<file path="src/rtl/midi_byte_parser.sv">
// MIDI byte parser: pops raw bytes from a syn_fifo and assembles channel-voice messages.
// Define MIDI_RUNNING_STATUS_EN to keep running status after a message completes.
module midi_byte_parser #(
  parameter int DROP_CNT_W    = 8,
  parameter int NOTE_OFF_CONV = 1
) (
  input  logic                  clk,
  input  logic                  rst,
  output logic                  fifo_rd,
  input  logic                  fifo_empty,
  input  logic [7:0]            fifo_data,
  output logic                  msg_valid,
  input  logic                  msg_ready,
  output logic [2:0]            msg_type,
  output logic [3:0]            msg_chan,
  output logic [6:0]            msg_data0,
  output logic [6:0]            msg_data1,
  output logic [DROP_CNT_W-1:0] drop_cnt
);

  typedef enum logic [1:0] {
    S_IDLE,
    S_FETCH,
    S_PARSE,
    S_HOLD
  } state_t;

  state_t                r_state;
  state_t                w_state_nxt;
  logic                  w_fifo_rd;

  logic [6:0]            r_status;      // status byte without its always-set msb
  logic                  r_status_vld;
  logic                  r_idx;
  logic [6:0]            r_data0;
  logic                  r_msg_valid;
  logic [2:0]            r_msg_type;
  logic [3:0]            r_msg_chan;
  logic [6:0]            r_msg_data0;
  logic [6:0]            r_msg_data1;
  logic [DROP_CNT_W-1:0] r_drop_cnt;

  logic                  w_is_data;
  logic                  w_is_sys;
  logic                  w_is_status;
  logic                  w_need_one;
  logic                  w_complete;
  logic                  w_accept;
  logic [6:0]            w_d0;
  logic [6:0]            w_d1;
  logic [2:0]            w_msg_type;

  assign w_is_data   = ~fifo_data[7];
  assign w_is_sys    = (fifo_data[7:3] == 5'b11110);
  assign w_is_status = fifo_data[7] && (fifo_data[6:4] != 3'b111);
  // Program change (0xC) and channel pressure (0xD) carry a single data byte.
  assign w_need_one  = (r_status[6:4] == 3'b100) || (r_status[6:4] == 3'b101);
  assign w_complete  = (r_state == S_PARSE) && w_is_data && r_status_vld &&
                       (w_need_one || r_idx);
  assign w_accept    = r_msg_valid && msg_ready;
  assign w_d0        = w_need_one ? fifo_data[6:0] : r_data0;
  assign w_d1        = w_need_one ? 7'd0 : fifo_data[6:0];

  always_comb begin
    w_msg_type = r_status[6:4];
    if ((NOTE_OFF_CONV != 0) && (r_status[6:4] == 3'd1) && (w_d1 == 7'd0)) begin
      w_msg_type = 3'd0;
    end
  end

  // NOTE: synchronous reset -- rst is only looked at on the clock edge, so it is not in the sensitivity list.
  always_ff @(posedge clk) begin
    if (rst) begin
      r_state <= S_IDLE;
    end else begin
      r_state <= w_state_nxt;
    end
  end

  // NOTE: every variable gets its default before the case, so no latch can be inferred.
  always_comb begin
    w_state_nxt = r_state;
    w_fifo_rd   = 1'b0;
    case (r_state)
      S_IDLE: begin
        if (!fifo_empty && !r_msg_valid) begin
          w_fifo_rd   = 1'b1;
          w_state_nxt = S_FETCH;
        end
      end
      S_FETCH: w_state_nxt = S_PARSE;
      S_PARSE: w_state_nxt = w_complete ? S_HOLD : S_IDLE;
      S_HOLD:  if (w_accept) w_state_nxt = S_IDLE;
      default: w_state_nxt = S_IDLE;
    endcase
  end

  // Reset must also suppress the combinational strobe, not just the state.
  assign fifo_rd = w_fifo_rd & ~rst;

  // NOTE: sequential state uses non-blocking assignments so all registers update together.
  always_ff @(posedge clk) begin
    if (rst) begin
      r_status     <= '0;
      r_status_vld <= 1'b0;
      r_idx        <= 1'b0;
      r_data0      <= '0;
      r_msg_valid  <= 1'b0;
      r_msg_type   <= '0;
      r_msg_chan   <= '0;
      r_msg_data0  <= '0;
      r_msg_data1  <= '0;
      r_drop_cnt   <= '0;
    end else begin
      if (w_accept) begin
        r_msg_valid <= 1'b0;
      end
      if (r_state == S_PARSE) begin
        if (w_is_status) begin
          r_status     <= fifo_data[6:0];
          r_status_vld <= 1'b1;
          r_idx        <= 1'b0;
        end else if (w_is_sys) begin
          r_status_vld <= 1'b0;
          r_idx        <= 1'b0;
        end else if (w_is_data) begin
          if (!r_status_vld) begin
            if (r_drop_cnt != {DROP_CNT_W{1'b1}}) begin
              r_drop_cnt <= r_drop_cnt + DROP_CNT_W'(1);
            end
          end else if (w_complete) begin
            r_msg_valid <= 1'b1;
            r_msg_type  <= w_msg_type;
            r_msg_chan  <= r_status[3:0];
            r_msg_data0 <= w_d0;
            r_msg_data1 <= w_d1;
            r_idx       <= 1'b0;
`ifndef MIDI_RUNNING_STATUS_EN
            r_status_vld <= 1'b0;
`endif
          end else begin
            r_data0 <= fifo_data[6:0];
            r_idx   <= 1'b1;
          end
        end
        // Realtime bytes (0xF8-0xFF) fall through and leave everything untouched.
      end
    end
  end

  assign msg_valid = r_msg_valid;
  assign msg_type  = r_msg_type;
  assign msg_chan  = r_msg_chan;
  assign msg_data0 = r_msg_data0;
  assign msg_data1 = r_msg_data1;
  assign drop_cnt  = r_drop_cnt;

endmodule
</file>
<file path="config.mk">
export PLATFORM = sky130hd
export DESIGN_NAME = midi_byte_parser
export DESIGN_NICKNAME = d
export VERILOG_FILES = /design/src/rtl/midi_byte_parser.sv
export SDC_FILE = /design/constraint.sdc
export NUM_CORES = 1
export LEC_CHECK = 0
export ABC_AREA = 1
export BUFFER_PORTS_ARGS = -buffer_cell sky130_fd_sc_hd__buf_4
export CORE_ASPECT_RATIO = 2
export CORE_MARGIN = 4
export CORE_UTILIZATION = 45
export DETAILED_ROUTE_END_ITERATION = 12
export GPL_TIMING_DRIVEN = 1
export PLACE_DENSITY = 0.67
export SYNTH_ARGS = -nofsm -noshare
export SYNTH_HDL_FRONTEND = slang
export SYNTH_SLANG_ARGS = --single-unit
</file>
<file path="constraint.sdc">
create_clock -name clk -period 3.85 [get_ports clk]
set_clock_uncertainty 0.15 [all_clocks]
set_input_delay 0.77 -clock clk [delete_from_list [all_inputs] [get_ports clk]]
set_output_delay 0.77 -clock clk [all_outputs]
set_load 0.02 [all_outputs]
</file>
Word level (Yosys, flattened, before mapping)

Index checks and enable logic that the tools add are counted.
W data, S select, Z words.

Bits in registers: 48
Output and inout port bits: 31
Word-level logic and storage cells: 77

Add/subtract/negate cells: 1
Eq/ne operators: 12
Multiplexer cells: 25
Bitwise operators: 7
Reductions and logical operators: 21

Operators by type and width:

| operator              | count |
|---|---|
| $mux W1               | 18 |
| $reduce_and A6 Y1     | 3 |
| $mux W7               | 2 |
| $add A8 B1 Y8 const B | 1 |
| $ne A8 B8 Y1 const B  | 1 |
| $pmux W2 S4           | 1 |
| $logic_and A1 B1 Y1   | 7 |
| $logic_not A7 Y1      | 1 |
| $eq A3 B3 Y1 const B  | 2 |
| $mux W2               | 3 |
| $not A1 Y1            | 6 |
| $reduce_and A2 Y1     | 3 |
| $eq A5 B5 Y1 const B  | 1 |
| $eq A2 B2 Y1 const B  | 2 |
| $ne A2 B2 Y1 const B  | 2 |
| $eq A3 B1 Y1 const B  | 1 |
| $mux W3               | 1 |
| $ne A3 B1 Y1 const B  | 1 |
| $ne A3 B3 Y1 const B  | 1 |
| $reduce_and A3 Y1     | 1 |
| $reduce_bool A3 Y1    | 1 |
| $eq A2 B1 Y1 const B  | 1 |
| $logic_not A1 Y1      | 2 |
| $logic_not A2 Y1      | 1 |
| 2 further kinds       | 3 |

Depth between registers and ports, before layout

Depth in word-level cells: 10
Gate-level depth with buffers: 9

Worst setup path before layout

No wires, ideal clock.

Path type: input -> output
From: in rst
To: out fifo_rd
Arrival time: 1.260 ns
Required time: 2.930 ns
Slack: 1.670 ns
Stages on the path: 2
Buffers on the path: 1
Cells stage by stage: clkbuf_1 nor2_1

Word-level cells in the longest chain between the ends: 2

Ends and longest elaborated chain:

| item               | RTL line | RTL |
|---|---|---|
| start: declaration | 8        | `input logic rst,` |
| $not A1 Y1         | 99       | `assign fifo_rd = w_fifo_rd & ~rst;` |
| $and A1 B1 Y1      | 99       |  |
| end: declaration   | 9        | `output logic fifo_rd,` |

No other way between the ends.

Worst setup path in the final report

From: in fifo_empty
To: out fifo_rd

Word-level cells in the longest chain between the ends: 5

Ends and longest elaborated chain:

| item                | RTL line | RTL |
|---|---|---|
| start: declaration  | 10       | `input logic fifo_empty,` |
| $logic_not A1 Y1    | 86       | `if (!fifo_empty && !r_msg_valid) begin` |
| $logic_and A1 B1 Y1 | 86       |  |
| $mux W1             | 86       |  |
| $mux W1             | 84       | `case (r_state)` |
| $and A1 B1 Y1       | 99       |  |

No other way between the ends.

==> impl_results.md <==
* Largest net degree at the start of global routing at 37
* Postcts setup bufs at 0
* Leakage power at 1.10 nW
* Commonest non-fill, non-tap cell in the layout: nor2_1
* Clock Latency Late Sink at 0.30 ns
* Layout cells sized above 1 at 0.193
* Hold Crit Endpoint: r_data0[3]
* Crit path DAT at 1.30 ns
* Die width at 56.8 microns
* Drt first pass iters at 5
* Hold path depth at 2
* Mapped Cells at 293
* Fmax at 450 MHz
* Met1 Use GR at 0.176
* Clock buffer depth at 2
* Num CTS Buffers at 5
* Initial DRC count at 33
* Pwr Density at 341 mW/mm^2
* Distinct cell type count after synthesis at 29
* GRT Overall Usage at 0.172
* Final Hold Vio Count at 0
* RSZ-0062 raised after global routing: no
* Total Nets Final at around 340
* Netlist Area Pre-Place at ~0.0021 sq mm
* Status: finished clean
* Fin crit share at 0.577
* # diodes at 0
* Pre-CTS WS at 1.48 ns
* Met3 usage at 0.0417
* Max-cap violations at 0
* Cell area after placement at ~0.0024 sq mm
* CTS tree: yes
* Post-Syn Nets at 306
* Number of clock sinks at between 40 and 50
* Vias in the first global route at about 1,900
* Resize count post-CTS at 0
* M2 GR Usage at 0.306
* Final setup fails at 0
* Worst setup SP type: input port
* Final total power at 865 uW
* Hold Crit Class: flip-flop to flip-flop
* Synth Register Bits at 48
* Register area share after synthesis at 0.448
* Grt peak-use layer: met2
* Dpl hpwl at 3.51 mm
* Die Y at around 110 microns
* Worst R2R Setup Slack at 1.86 ns
* Via count at 1,952
* Slowest Stage Delay on Critical Path at approximately 0.14 ns
* Worst reg2reg startpoint: r_status[5]
* Hold WS at 0.295 ns
* Setup ws final at 1.63 ns
* Worst Path Class, Setup: input port to output pin
* Syn Area/Cell at 7.33 sq um
* Initial antenna violation count at 0
* H-tree depth at 2
* Max FO, Critical Path at 2
* Total gr overflow at 0
* DR vias/cell at 5.06
* I/O Buffers at 42
* Slew @ Worst Pin at 0.884 ns
* Starting Density at 0.467
* Slowest CP cell: buf_4
* CTS Root Cell: clkbuf_8
* Min Tclk post-route at 2.22 ns
* Cell Chain, Critical Path: buf_4 -> nor2_1 -> nand3_1 -> nor2_1 -> buf_4
* Post-route DRC at 0
* Hold path start: r_data0[3]
* Core footprint at 0.00460 sq mm
* Post-route cell area at 0.00254 sq mm
* Wirelength, routed at approximately 4.8 mm
* VDD IR max at 0.300 mV
* I/O pin cnt at 43
* Routability Congestion at ~0.83
* First-pass GRT wire length at 8.21 mm
* Max transition margin at 0.410
* R2r endpoint: msg_chan[3]
* Syn. warnings at 0
* Setup TNS at 0 ns
* Critical path capture point type: output pin
* Routed wire per std cell at 12.5 microns
* Required @ worst endpoint at 2.93 ns
* Die ar. at roughly 0.0060 sq mm
* Post-route ant nets at 0
* # hold bufs at CTS at 0
* Fill count at 467
* Fin. max-slew vios at 0
* FP Rows at 35
* Worst r2r path cells at 7
* Most frequent cells in the layout: 52 x nor2_1, 50 x nand2_1, 48 x dfxtp_1, 42 x buf_4, 40 x o21ai_0
* Reg clk slew, reported paths at 0.08 ns
* Area grow syn2layout at 18.2%
==> flip-flops by register name (all words and copies together), names as in the netlist <==
register / count
drop_cnt: 8
msg_type: 3
msg_chan: 4
msg_valid: 1
r_status: 7
msg_data0: 7
r_data0: 7
r_state: 2
msg_data1: 7
r_idx: 1
r_status_vld: 1
==> worst max-delay path, delay by kind of cell <==
family | cells | cell delay (ns)
buf+inv | 2 | 0.25
simple gates | 3 | 0.28
==> per-stage QoR <==
step	std cells	utilization
global placement	378	0.533
detailed placement	378	0.533
CTS	386	0.552
global route	386	0.552
floorplan	293	-
finish	386	0.552
==> how the worst max path moves through the flow <==
stage                  from          end  slack, ns  cells after the start
2_1_floorplan           rst      fifo_rd       1.67                      2
5_1_grt          fifo_empty      fifo_rd       1.57                      5
4_1_cts          fifo_empty      fifo_rd       1.62                      5
6_report         fifo_empty      fifo_rd       1.63                      5
3_5_place_dp   fifo_data[7]  msg_type[1]       1.48                      6
3_3_place_gp   fifo_data[7]  msg_chan[2]       1.52                      6
==> power by group <==
| group | internal [mW] | switching (mW) | total, mW |
|---|---|---|---|
| clock | 0.147 | 0.158 | 0.305 |
| combinational | 0.0193 | 0.0372 | 0.0566 |
| sequential | 0.500 | 0.00345 | 0.504 |
| total | 0.666 | 0.199 | 0.865 |
==> layer usage <==
layer / up-vias / share of wire
met5: - / 0
li1: 1010 / -
met2: 47 / 0.52
met1: 881 / 0.40
met4: 0 / 0.036
met3: 14 / 0.048
==> kinds of logic (layout without fill, tap and decap cells) <==
group	Yosys count	in the layout	share of synthesized area
xor+xnor	6	6	0.0245
buf+inv	42	80	0.0909
flops	48	48	0.448
simple gates	125	125	0.265
compound gates	71	71	0.166
fa+ha+maj	1	1	0.00583
==> layout make-up <==
cell class / instances / area [sq um] / area share
Clock buffer: 8 / 90.1 / 0.0355
Inverter: 30 / 113 / 0.0444
Sequential cell: 48 / 961 / 0.379
Multi-Input combinational cell: 203 / 991 / 0.390
Tap cell: 55 / 68.8 / 0.0271
Timing Repair Buffer: 42 / 315 / 0.124
==> Yosys cell counts, drive strengths merged <==
library cell,count,area [sq um]
buf,9,67.6
xnor2,3,26.3
clkbuf,3,15.0
nor2,56,235
a31oi,1,6.26
nand3,9,50.1
inv,29,109
a21oi,30,150
ha,1,12.5
nor3,2,21.3
nand2,54,218
nand3b,1,11.3
clkinv,1,3.75
xor2,3,26.3
nand4,3,33.8
o21ai,40,200
dfxtp,48,961
Power figures use the tool's default switching activity.
